File: src/rtl/flit_comp_arbiter_pkg.sv
`default_nettype none
// ============================================================================
// Module   : flitzip_arb_pkg
// Purpose  : Shared types and constants for the flit compression arbiter:
//            FSM state encoding, default sizing and a constant clog2 helper.
// Ports    : none (package)
// Revision : 1.0 - initial release
// ============================================================================
package flitzip_arb_pkg;

  // Two-state arbiter: waiting for a request, or owned by one packet.
  typedef enum logic [0:0] {
    ARB_IDLE = 1'b0,
    ARB_BUSY = 1'b1
  } arb_state_e;

  localparam int DEF_N_REQ = 8;
  localparam int DEF_ID_W  = 3;

  // Ceiling log2 for elaboration-time sizing; returns 0 for v <= 1.
  function automatic int clog2(input int v);
    int r;
    r = 0;
    for (int i = 0; i < 31; i++) begin
      if ((1 << i) < v) r = i + 1;
    end
    return r;
  endfunction

endpackage
`default_nettype wire

File: src/rtl/flit_comp_arbiter_if.sv
`default_nettype none
// ============================================================================
// Module   : flit_comp_arbiter_if
// Purpose  : Request/grant bundle between the requesters plus compressor
//            (master side) and the arbiter (slave side).
// Signals  : req, tail, comp_ready   master -> arbiter
//            grant, grant_id,
//            grant_valid, xfer,
//            timeout_err             arbiter -> master
// Revision : 1.0 - initial release
// ============================================================================
interface flit_comp_arbiter_if #(
  parameter int N_REQ = 8,
  parameter int ID_W  = 3
);
  logic [N_REQ-1:0] req;
  logic [N_REQ-1:0] tail;
  logic             comp_ready;
  logic [N_REQ-1:0] grant;
  logic [ID_W-1:0]  grant_id;
  logic             grant_valid;
  logic             xfer;
  logic             timeout_err;

  modport master (
    output req, tail, comp_ready,
    input  grant, grant_id, grant_valid, xfer, timeout_err
  );

  modport slave (
    input  req, tail, comp_ready,
    output grant, grant_id, grant_valid, xfer, timeout_err
  );
endinterface
`default_nettype wire

File: src/rtl/flit_comp_arbiter_rr_pick.sv
`default_nettype none
// ============================================================================
// Module   : rr_pick
// Purpose  : Combinational round-robin winner selection. Picks the lowest
//            requesting index at or above ptr; if none, the lowest requesting
//            index overall.
// Ports    : req       in   N_REQ  request vector
//            ptr       in   ID_W   round-robin start index
//            winner_oh out  N_REQ  one-hot winner (zero when no request)
//            winner_id out  ID_W   binary winner index
//            any       out  1      at least one request present
// Revision : 1.0 - initial release
// ============================================================================
module rr_pick #(
  parameter int N_REQ = 8,
  parameter int ID_W  = 3
) (
  input  logic [N_REQ-1:0] req,
  input  logic [ID_W-1:0]  ptr,
  output logic [N_REQ-1:0] winner_oh,
  output logic [ID_W-1:0]  winner_id,
  output logic             any
);

  logic [N_REQ-1:0] mask;
  logic [N_REQ-1:0] masked;
  logic [ID_W-1:0]  masked_id;
  logic [ID_W-1:0]  raw_id;
  logic             masked_any;

  // Thermometer mask keeping indices >= ptr.
  for (genvar i = 0; i < N_REQ; i++) begin : g_mask
    assign mask[i] = (ID_W'(i) >= ptr);
  end

  assign masked     = req & mask;
  assign masked_any = |masked;
  assign any        = |req;

  // Two find-first-set encoders; scanning downward lets the lowest hit win.
  always_comb begin
    masked_id = '0;
    raw_id    = '0;
    for (int i = N_REQ - 1; i >= 0; i--) begin
      if (masked[i]) masked_id = ID_W'(i);
      if (req[i])    raw_id    = ID_W'(i);
    end
  end

  assign winner_id = masked_any ? masked_id : raw_id;

  always_comb begin
    winner_oh            = '0;
    winner_oh[winner_id] = any;
  end

endmodule
`default_nettype wire

File: src/rtl/flit_comp_arbiter.sv
`default_nettype none
// ============================================================================
// Module   : flit_comp_arbiter
// Purpose  : Round-robin, packet-atomic arbiter sharing one flit compression
//            engine among N_REQ requesters. The grant is held from head to
//            tail flit; a hold watchdog frees the engine from a stalled owner.
// Ports    : clk        in  rising-edge clock
//            rst_n      in  synchronous reset, active-low
//            bus        slave modport: req/tail/comp_ready in,
//                       grant/grant_id/grant_valid/xfer/timeout_err out
// Revision : 1.0 - initial release
// ============================================================================
module flit_comp_arbiter
  import flitzip_arb_pkg::*;
#(
  parameter int N_REQ    = DEF_N_REQ,
  parameter int ID_W     = clog2(N_REQ),
  parameter int MAX_HOLD = 64,
  parameter int CNT_W    = 7
) (
  input  logic                clk,
  input  logic                rst_n,
  flit_comp_arbiter_if.slave  bus
);

  localparam logic [CNT_W-1:0] HOLD_LAST = CNT_W'(MAX_HOLD - 1);
  localparam logic [ID_W-1:0]  LAST_ID   = ID_W'(N_REQ - 1);

  arb_state_e       state_q, state_d;
  logic [N_REQ-1:0] grant_q, grant_d;
  logic [ID_W-1:0]  grant_id_q, grant_id_d;
  logic             grant_valid_q, grant_valid_d;
  logic             timeout_q, timeout_d;
  logic [ID_W-1:0]  rr_ptr_q, rr_ptr_d;
  logic [CNT_W-1:0] hold_cnt_q, hold_cnt_d;

  logic [N_REQ-1:0] pick_oh;
  logic [ID_W-1:0]  pick_id;
  logic             pick_any;
  logic             owner_req;
  logic             owner_tail;
  logic             xfer;
  logic [ID_W-1:0]  next_ptr;

  rr_pick #(
    .N_REQ (N_REQ),
    .ID_W  (ID_W)
  ) u_rr_pick (
    .req       (bus.req),
    .ptr       (rr_ptr_q),
    .winner_oh (pick_oh),
    .winner_id (pick_id),
    .any       (pick_any)
  );

  // grant_id is zero while idle, so xfer is masked by grant_valid.
  assign owner_req  = bus.req[grant_id_q];
  assign owner_tail = bus.tail[grant_id_q];
  assign xfer       = grant_valid_q & bus.comp_ready & owner_req;
  assign next_ptr   = (grant_id_q == LAST_ID) ? '0 : grant_id_q + ID_W'(1);

  always_comb begin
    state_d       = state_q;
    grant_d       = grant_q;
    grant_id_d    = grant_id_q;
    grant_valid_d = grant_valid_q;
    timeout_d     = 1'b0;
    rr_ptr_d      = rr_ptr_q;
    hold_cnt_d    = hold_cnt_q;

    unique case (state_q)
      ARB_IDLE: begin
        hold_cnt_d = '0;
        if (pick_any) begin
          grant_d       = pick_oh;
          grant_id_d    = pick_id;
          grant_valid_d = 1'b1;
          state_d       = ARB_BUSY;
        end
      end
      ARB_BUSY: begin
        // Release on accepted tail, or on watchdog expiry; both advance the
        // pointer past the owner so it cannot immediately re-win.
        if ((xfer && owner_tail) || (!xfer && hold_cnt_q == HOLD_LAST)) begin
          grant_d       = '0;
          grant_id_d    = '0;
          grant_valid_d = 1'b0;
          rr_ptr_d      = next_ptr;
          hold_cnt_d    = '0;
          state_d       = ARB_IDLE;
          timeout_d     = !xfer;
        end else if (xfer) begin
          hold_cnt_d = '0;
        end else begin
          hold_cnt_d = hold_cnt_q + CNT_W'(1);
        end
      end
    endcase
  end

  always_ff @(posedge clk) begin
    if (!rst_n) begin
      state_q       <= ARB_IDLE;
      grant_q       <= '0;
      grant_id_q    <= '0;
      grant_valid_q <= 1'b0;
      timeout_q     <= 1'b0;
      rr_ptr_q      <= '0;
      hold_cnt_q    <= '0;
    end else begin
      state_q       <= state_d;
      grant_q       <= grant_d;
      grant_id_q    <= grant_id_d;
      grant_valid_q <= grant_valid_d;
      timeout_q     <= timeout_d;
      rr_ptr_q      <= rr_ptr_d;
      hold_cnt_q    <= hold_cnt_d;
    end
  end

  assign bus.grant       = grant_q;
  assign bus.grant_id    = grant_id_q;
  assign bus.grant_valid = grant_valid_q;
  assign bus.xfer        = xfer;
  assign bus.timeout_err = timeout_q;

endmodule
`default_nettype wire

File: src/flat_wrapper.sv
// flat-port wrapper written by rule: the top's interface ports become plain ports
module flit_comp_arbiter_flat import flitzip_arb_pkg::*;
#(
  parameter int N_REQ    = DEF_N_REQ,
  parameter int ID_W     = clog2(N_REQ),
  parameter int MAX_HOLD = 64,
  parameter int CNT_W    = 7
)
  (clk, rst_n, bus_req, bus_tail, bus_comp_ready, bus_grant, bus_grant_id, bus_grant_valid, bus_xfer, bus_timeout_err);
  flit_comp_arbiter_if #(.N_REQ(N_REQ), .ID_W(ID_W)) bus_i ();
  input  logic clk;
  input  logic rst_n;
  input wire logic [$bits(bus_i.req)-1:0] bus_req;
  input wire logic [$bits(bus_i.tail)-1:0] bus_tail;
  input wire logic [$bits(bus_i.comp_ready)-1:0] bus_comp_ready;
  output wire logic [$bits(bus_i.grant)-1:0] bus_grant;
  output wire logic [$bits(bus_i.grant_id)-1:0] bus_grant_id;
  output wire logic [$bits(bus_i.grant_valid)-1:0] bus_grant_valid;
  output wire logic [$bits(bus_i.xfer)-1:0] bus_xfer;
  output wire logic [$bits(bus_i.timeout_err)-1:0] bus_timeout_err;
  assign bus_i.req = bus_req;
  assign bus_i.tail = bus_tail;
  assign bus_i.comp_ready = bus_comp_ready;
  assign bus_grant = bus_i.grant;
  assign bus_grant_id = bus_i.grant_id;
  assign bus_grant_valid = bus_i.grant_valid;
  assign bus_xfer = bus_i.xfer;
  assign bus_timeout_err = bus_i.timeout_err;
  flit_comp_arbiter #(.N_REQ(N_REQ), .ID_W(ID_W), .MAX_HOLD(MAX_HOLD), .CNT_W(CNT_W)) u_core (.clk(clk), .rst_n(rst_n), .bus(bus_i));
endmodule
File: config.mk
export PLATFORM = sky130hd
export DESIGN_NAME = flit_comp_arbiter_flat
export DESIGN_NICKNAME = d
export VERILOG_FILES = /design/src/rtl/flit_comp_arbiter_pkg.sv /design/src/rtl/flit_comp_arbiter_if.sv /design/src/rtl/flit_comp_arbiter_rr_pick.sv /design/src/rtl/flit_comp_arbiter.sv /design/src/flat_wrapper.sv
export SDC_FILE = /design/constraint.sdc
export NUM_CORES = 1
export LEC_CHECK = 0
export CORE_UTILIZATION = 50
export DETAILED_ROUTE_END_ITERATION = 6
export GPL_TIMING_DRIVEN = 1
export PLACE_DENSITY = 0.86
export SKIP_CTS_REPAIR_TIMING = 1
export SYNTH_ARGS = -nofsm -noshare
export SYNTH_HDL_FRONTEND = slang
export SYNTH_SLANG_ARGS = --single-unit
File: constraint.sdc
create_clock -name clk -period 6.2 [get_ports clk]
set_input_delay 0.62 -clock clk [delete_from_list [all_inputs] [get_ports clk]]
set_output_delay 0.62 -clock clk [all_outputs]
set_load 0.005 [all_outputs]
Word-level counts from Yosys, hierarchy flattened. Cells that the tools add are included.

Bits of input ports: 19. Word-level logic and storage cells: 78. Register bits after elaboration: 24. Output and inout port bits: 14.

Muxes and demuxes: 39. Reductions and logical operators: 10. Bitwise logic cells: 5. $lt $le $gt $ge: 11. Add/subtract/negate cells: 2. Equal/unequal tests: 4.

Operators by type and width (count): two-way mux 3 bit (20); bitwise AND 8 bit (2); two-way mux 8 bit (2); one-hot mux 8 bit (2 select lines) (1); OR reduction 8 bit (2); two-way mux 7 bit (2); one-hot mux 7 bit (2 select lines) (1); greater-or-equal comparator 3 bit, first input constant (4); < comparator 3 x 4 -> 1 bit, second input constant (2); adder 7 x 1 -> 7 bit, second input constant (1); == test 7 x 6 -> 1 bit, second input constant (1); two-way mux 1 bit (7); binary-select mux 1 bit (select 3 bit) (2); greater-or-equal comparator 1 x 3 -> 1 bit, first input constant (2); greater-or-equal comparator 2 x 3 -> 1 bit, first input constant (2); one-hot mux 3 bit (2 select lines) (1); one-hot mux 1 bit (2 select lines) (2); AND reduction 2 bit (2); adder 3 x 1 -> 3 bit, second input constant (1); demux 1 bit (select 3 bit) (1); == test 3 bit, second input constant (1); greater-or-equal comparator 3 x 1 -> 1 bit, second input constant (1); logical AND 1 bit (3); AND reduction 3 bit (1); other kinds (6) (7).

Longest topological paths before layout. Gate-level depths: netlist of run 1.

Depth in word-level cells: 18. Gate-level depth with buffers: 8.

Cells and area by module. From an unflattened synthesis of run 1, not the netlist that was laid out.

Cells, all modules: 178. Area, all modules: 1585.3 sq um.

Modules (own cells, without submodules): flit_comp_arbiter (area an instance 1151.1 sq um, instances 1, cells each 121); rr_pick (area an instance 434.2 sq um, instances 1, cells each 57).

Worst setup path after synthesis of run 1. Ideal clock, no wire load.

Kind: input port to flip-flop. From: in bus_req[3]. To: reg u_core.grant_q[3], in the netlist u_core.bus.grant[3]. Path slack: 3.972 ns. Arrival: 2.111 ns. Data required time: 6.083 ns. Library setup time: 0.117 ns. Cell stages on the path: 6. Cells stage by stage: mux4_2 o211ai_4 mux2i_1 nor3_2 buf_6 a22o_1.

Longest elaborated chain between the ends: 13.

RTL lines: start, declared (RTL line flat_wrapper.sv:13) `input wire logic [$bits(bus_i.req)-1:0] bus_req;`; bitwise AND 8 bit (RTL line flit_comp_arbiter_rr_pick.sv:36) `assign masked = req & mask;`; two-way mux 3 bit (4 in series) (RTL line flit_comp_arbiter_rr_pick.sv:45) `if (masked[i]) masked_id = ID_W'(i);`; two-way mux 3 bit (RTL line flit_comp_arbiter_rr_pick.sv:50) `assign winner_id = masked_any ? masked_id : raw_id;`; < comparator 3 x 4 -> 1 bit (not written as such) / greater-or-equal comparator 3 x 1 -> 1 bit (equally long branches) (RTL line flit_comp_arbiter_rr_pick.sv:54) `winner_oh[winner_id] = any;`; logical AND 1 bit (not written as such) (RTL line flit_comp_arbiter_rr_pick.sv:54); two-way mux 1 bit (not written as such) (RTL line flit_comp_arbiter_rr_pick.sv:54); demux 1 bit (select 3 bit) (RTL line flit_comp_arbiter_rr_pick.sv:54); bitwise AND 8 bit (no source line); two-way mux 8 bit (RTL line flit_comp_arbiter.sv:74) `if (pick_any) begin`; one-hot mux 8 bit (2 select lines) (RTL line flit_comp_arbiter.sv:71) `unique case (state_q)`; end signal, assigned (RTL line flit_comp_arbiter.sv:112) `grant_q <= grant_d;`; end, declared (RTL line flit_comp_arbiter.sv:30) `logic [N_REQ-1:0] grant_q, grant_d;`.

Several ways; a longest one is shown, not always the timed one. The select of a mux whose other input is x is not followed. A chain may end at the register's enable or synchronous reset.

Final worst setup path of run 1.
From: in bus_req[2]. To: out bus_xfer.

Longest elaborated chain between the ends: 3.

RTL lines: binary-select mux 1 bit (select 3 bit) (RTL line flit_comp_arbiter.sv:57) `assign owner_req = bus.req[grant_id_q];`; two-way mux 1 bit (not written as such) (RTL line flit_comp_arbiter.sv:57); bitwise AND 1 bit (RTL line flit_comp_arbiter.sv:59) `assign xfer = grant_valid_q & bus.comp_ready & owner_req;`; end, declared (RTL line flat_wrapper.sv:19) `output wire logic [$bits(bus_i.xfer)-1:0] bus_xfer;`.

No other way between the ends. The select of a mux whose other input is x is not followed.

==> results of run 1 <==
-- state kept, by name, indices dropped and copies added, names as in the netlist --
signal / flops
u_core.bus.grant_id: 3
u_core.bus.grant: 8
u_core.bus.timeout_err: 1
u_core.state_q: 1
u_core.rr_ptr_q: 3
u_core.bus.grant_valid: 1
u_core.hold_cnt_q: 7
-- cells in the final DEF (no fill, tap or decap), drive strengths merged, types with 4 or more instances in the layout --
| cell | count |
|---|---|
| clkdlybuf4s50 | 32 |
| mux2i | 4 |
| nand3 | 6 |
| nand2 | 13 |
| nor2 | 16 |
| inv | 8 |
| a21oi | 10 |
| nand2b | 5 |
| dfxtp | 24 |
| o2bb2ai | 4 |
-- per-layer routing --
metal / track usage / vias up
met3: 0.04310 / 6
li1: - / 604
met2: 0.4479 / 35
met1: 0.2580 / 561
met4: 0.08772 / 0
met5: 0 / -
-- where the power goes --
group,internal [mW],switching (mW)
registers,0.159,0.00572
logic,0.0318,0.0265
clock network,0.0653,0.0442
-- per-stage QoR --
| stage | power (mW) | util | area [µm²] | hold slack (ns) | worst slack, ns |
|---|---|---|---|---|---|
| 6_report | 0.3325 | 0.6827 | 1707 | 0.4393 | 3.079 |
| 5_1_grt | 0.3484 | 0.6827 | 1707 | 0.4657 | 3.054 |
| 4_1_cts | 0.3348 | 0.6827 | 1707 | 0.4424 | 3.095 |
| 3_5_place_dp | 0.2258 | 0.6617 | 1654 | 0.4249 | 3.126 |
| 3_3_place_gp | 0.2238 | 0.6617 | 1654 | 0.4226 | 3.151 |
| 2_1_floorplan | 0.1981 | - | 1326 | 0.4080 | 3.972 |
-- worst max path at each step --
| stage | endpoint |
|---|---|
| 2_1_floorplan | u_core.bus.grant[3] |
| 5_1_grt | bus_xfer |
| 3_3_place_gp | bus_xfer |
| 3_5_place_dp | bus_xfer |
| 6_report | bus_xfer |
| 4_1_cts | bus_xfer |
-- kinds of logic after synthesis --
family,count (synthesis)
compound gates,40
flops,24
simple gates,54
fa+ha+maj,3
buf+inv,12
mux,9
xor+xnor,4
-- critical path, stage by stage --
cell and delay (ns):
clkdlybuf4s50_1 0.54, mux4_2 0.56, o211ai_4 0.26, inv_2 0.06
clkdlybuf4s50_1 0.45
-- area by class of cell --
cell class	count	area, µm²
inverter	8	30.03
timing repair buffer	32	320.3
clock inverter	1	30.03
fill	187	793.3
clock buffer	3	22.52
multi-input combinational	110	785.8
tap	30	37.54
sequential	24	480.5
==> results.sh, run 1 <==
export IMPL_status="finished, final reports clean"
export IMPL_yosys_area_share_simple=0.2000
export IMPL_ys_seq_area_frac=0.3623
export IMPL_power_leakage_nw=0.6401
export IMPL_fmax_mhz=320.4
export IMPL_synth_commonest_cells="24 x dfxtp_1, 16 x nor2_1, 12 x nand2_1, 10 x a21oi_1, 7 x inv_1"
export IMPL_hold_path_cell_count=2
export IMPL_cp_end_kind="output port"
export IMPL_synth_top_family_by_area="compound AO/OA/AOI/OAI gates"
export IMPL_finalSetupTns_ns=0
export IMPL_io_buffers=32
export IMPL_slew_limit_headroom=0.5348
export IMPL_io_pins=33
export IMPL_vias_per_cell=5.798
export IMPL_highest_layer="met4"
export IMPL_synth_nets=168
export IMPL_fin_crit_ns=3.121
export IMPL_route_detailed_drc=0
export IMPL_synth_async_reset_ratio=0
export IMPL_grt_max_degree=15
export IMPL_r2r_cells=6
export IMPL_cts_max_level=1
export IMPL_cts_root_buf="clkbuf_4"
export IMPL_dpl_cell_count=204
export IMPL_yosysTopAreaCellShare=0.3623
export IMPL_ant_nets=0
export IMPL_r2r_slack_ns=3.71
export IMPL_grt_pass1_wl_um=4740
export IMPL_die_height_um=53.50
export IMPL_area_growth_pct=28.68
export IMPL_synth_area_um2=1326
export IMPL_yosysTopAreaCell="dfxtp_1"
export IMPL_arrival_ns=2.50
export IMPL_nets=201
export IMPL_antenna_cells=0
export IMPL_finalMaxSlewViolations=0
export IMPL_cts_sinks=24
export IMPL_cts_tree="yes"
export IMPL_rsz0062_at_grt="no"
export IMPL_row_count=18
export IMPL_wire_per_inst_um=15.03
export IMPL_ys_seq_elements=24
export IMPL_antenna_found_initial=0
export IMPL_fin_cells=208
export IMPL_critPathKind="in -> out"
export IMPL_wl_met2_um=1659
export IMPL_cts_made_buffers=3
export IMPL_critPathLaunch="bus_req[2]"
export IMPL_wirelength_met1_um=1296
export IMPL_layout_drive_gt1_share=0.07865
export IMPL_synth_area_leaders="dfxtp_1 36%, mux4_2 5.1%, nor2_1 4.5%"
export IMPL_start_kind="input pin"
export IMPL_crit_fanout=8
export IMPL_hold_path_class="reg -> reg"
export IMPL_drt_initial_drc_count=29
export IMPL_ir_drop_mv=0.1829
export IMPL_grt_pass1_vias=1138
export IMPL_synth_compound_area_frac=0.2396
export IMPL_synth_edf_count=0
export IMPL_synthCells=146
export IMPL_hpwl_um=2432
export IMPL_r2r_start="u_core.bus.grant_id[1]"
export IMPL_yosysWarnings=0
export IMPL_wl_met3_um=143
export IMPL_setup_viol=0
export IMPL_synth_fa_ha_area_frac=0.02830
export IMPL_tightest_slew_ns=0.6946
export IMPL_grt_total_usage=0.2371
export IMPL_synthMuxAreaShare=0.09811
export IMPL_final_period_utilization=0.5034
export IMPL_path_clk_slew_ns=0.12
export IMPL_cap_viol_max_count=0
export IMPL_postSynthAreaPerCell_um2=9.084
export IMPL_report_final_hold_viol_count=0
export IMPL_grt_ovfl_total=0
export IMPL_critical_path_required_ns=5.58
export IMPL_initial_core_util=0.5305
export IMPL_skew_ns=0.01307
export IMPL_clock_latency_ns=0.31
export IMPL_power_density_nw_per_um2=194.8
export IMPL_holdPathEnd="u_core.hold_cnt_q[6]"
export IMPL_chipWidth_um=53.50
export IMPL_synth_xor_area_share=0.02642
export IMPL_r2r_end="u_core.bus.grant_id[1]"
export IMPL_drt_first_pass_iters=4
export IMPL_gp_congestion=0.8508
export IMPL_synthDistinctLibCells=46
export IMPL_hp_start="u_core.hold_cnt_q[6]"
export IMPL_wirelength_um=3126
export IMPL_via_count=1206
export IMPL_fp_dieArea_um2=2862
export IMPL_synth_most_common_cell="dfxtp_1"
export IMPL_ys_flop_type="dfxtp_1"
export IMPL_core_um2=2500
export IMPL_cts_buffer_depth=2
Note: power is estimated with default switching activity, not from simulation.
==> inputs of run 2 (changes only) <==
CORE_UTILIZATION = 48   (was 50)
PLACE_DENSITY = 0.83   (was 0.86)
clock period = 2.9 ns   (was 6.2 ns; I/O delays follow)
==> results.sh, run 2 (synthesis results as in run 1) <==
export IMPL_fmax_mhz=413.4
export IMPL_start_kind="flop"
export IMPL_layout_drive_gt1_share=0.08889
export IMPL_cap_viol_max_count=0
export IMPL_r2r_cells=5
export IMPL_setup_viol=0
export IMPL_io_buffers=32
export IMPL_route_detailed_drc=0
export IMPL_regArea_um2=480.5
export IMPL_hp_start="u_core.hold_cnt_q[6]"
export IMPL_cts_max_level=1
export IMPL_critical_path_required_ns=2.61
export IMPL_grt_pass1_wl_um=4623
export IMPL_tightest_slew_ns=0.6787
export IMPL_hold_path_class="reg -> reg"
export IMPL_hold_path_cell_count=2
export IMPL_finalSetupTns_ns=0
export IMPL_status="finished, final reports clean"
export IMPL_path_clk_slew_ns=0.12
export IMPL_largest_reg_flops=8
export IMPL_skew_ns=0.002168
export IMPL_arrival_ns=2.13
export IMPL_chipWidth_um=54.57
export IMPL_die_height_um=54.57
export IMPL_initial_core_util=0.5211
export IMPL_grt_max_degree=14
export IMPL_hpwl_um=2397
export IMPL_grt_total_usage=0.2203
export IMPL_crit_fanout=7
export IMPL_drt_initial_drc_count=28
export IMPL_rsz0062_at_grt="no"
export IMPL_drt_first_pass_iters=4
export IMPL_ir_drop_mv=0.3969
export IMPL_antenna_cells=0
export IMPL_wire_per_inst_um=14.45
export IMPL_nets=203
export IMPL_hold_ws_ns=0.4433
export IMPL_holdPathEnd="u_core.hold_cnt_q[6]"
export IMPL_cts_sinks=24
export IMPL_wirelength_um=3035
export IMPL_report_final_hold_viol_count=0
export IMPL_multiInputGateArea_um2=785.8
export IMPL_core_um2=2545
export IMPL_finalMaxSlewViolations=0
export IMPL_r2r_slack_ns=0.52
export IMPL_layout_commonest_cell="clkdlybuf4s50_1"
export IMPL_area_growth_pct=28.59
export IMPL_via_count=1226
export IMPL_mostFrequentLayoutCells="32 x clkdlybuf4s50_1, 24 x dfxtp_1, 16 x nor2_1"
export IMPL_cp_end_kind="output port"
export IMPL_power_density_nw_per_um2=376.4
export IMPL_gp_congestion=0.8655
export IMPL_power_leakage_nw=0.6433
export IMPL_slew_limit_headroom=0.5451
export IMPL_cts_buffer_depth=2
export IMPL_critPathKind="reg -> out"
export IMPL_r2r_end="u_core.bus.grant[7]"
export IMPL_final_period_utilization=0.8341
export IMPL_cts_made_buffers=3
export IMPL_grt_ovfl_total=0
export IMPL_fin_crit_ns=2.419
export IMPL_cts_root_buf="clkbuf_4"
export IMPL_r2r_start="u_core.bus.grant_id[0]"
export IMPL_ant_nets=0
export IMPL_fin_util=0.6701
export IMPL_row_count=18
export IMPL_fp_dieArea_um2=2977
export IMPL_vias_per_cell=5.838
export IMPL_grt_pass1_vias=1128
export IMPL_clock_latency_ns=0.30
export IMPL_cts_tree="yes"
export IMPL_io_pins=33
export IMPL_antenna_found_initial=0
export IMPL_fillers=222
-- run 2: changes by cell type in the layout (fill, tap and decap cells not counted), sizes merged --
cell    before  now
buf          0    2
bufinv       1    0
clkbuf       3    4
-- run 2: worst max-delay path by stage --
stage | startpoint | cells past startpoint | to | slack [ns]
finish | u_core.bus.grant_id[0] | 4 | bus_xfer | 0.48
global route | u_core.bus.grant_id[0] | 5 | u_core.bus.grant_id[1] | 0.31
CTS | u_core.bus.grant_id[0] | 4 | bus_xfer | 0.46
detailed placement | bus_req[3] | 6 | u_core.bus.grant[7] | 0.26
global placement | bus_req[3] | 6 | u_core.bus.grant_id[1] | 0.35
floorplan | u_core.bus.grant_id[0] | 6 | u_core.bus.grant[3] | 0.79
-- run 2: area by class of cell --
type                       count  share of cell area
timing repair buffer          34              0.1966
inverter                       8             0.01761
multi-input combinational    110              0.4607
tap                           30             0.02201
clock buffer                   4             0.02128
sequential                    24              0.2817
-- run 2: metal layers --
layer | track usage | vias to the layer above | share of wire
li1 | - | 610 | -
met1 | 0.2487 | 587 | 0.42
met2 | 0.4126 | 27 | 0.52
met3 | 0.02778 | 2 | 0.051
met4 | 0.08547 | 0 | 0.0066
met5 | 0 | - | 0
-- run 2: stage by stage --
stage	area [µm²]	total power [mW]	setup slack (ns)	instances
global route	1705	0.6745	0.3136	210
finish	1705	0.6419	0.4811	210
floorplan	1326	0.4235	0.7896	146
CTS	1705	0.6502	0.4565	210
detailed placement	1669	0.4836	0.2618	206
global placement	1669	0.4815	0.3457	206
-- run 2: where the power goes --
part,switching [mW],internal [mW]
Sequential,0.0108,0.340
Combinational,0.0567,0.0698
Clock,0.0884,0.0765
Total,0.156,0.486
-- run 2: worst max-delay path, stage by stage (launching register included) --
cell and delay [ns]:
dfxtp_1 0.49, mux4_2 0.57, o211ai_4 0.26, inv_2 0.06, clkdlybuf4s50_1 0.44
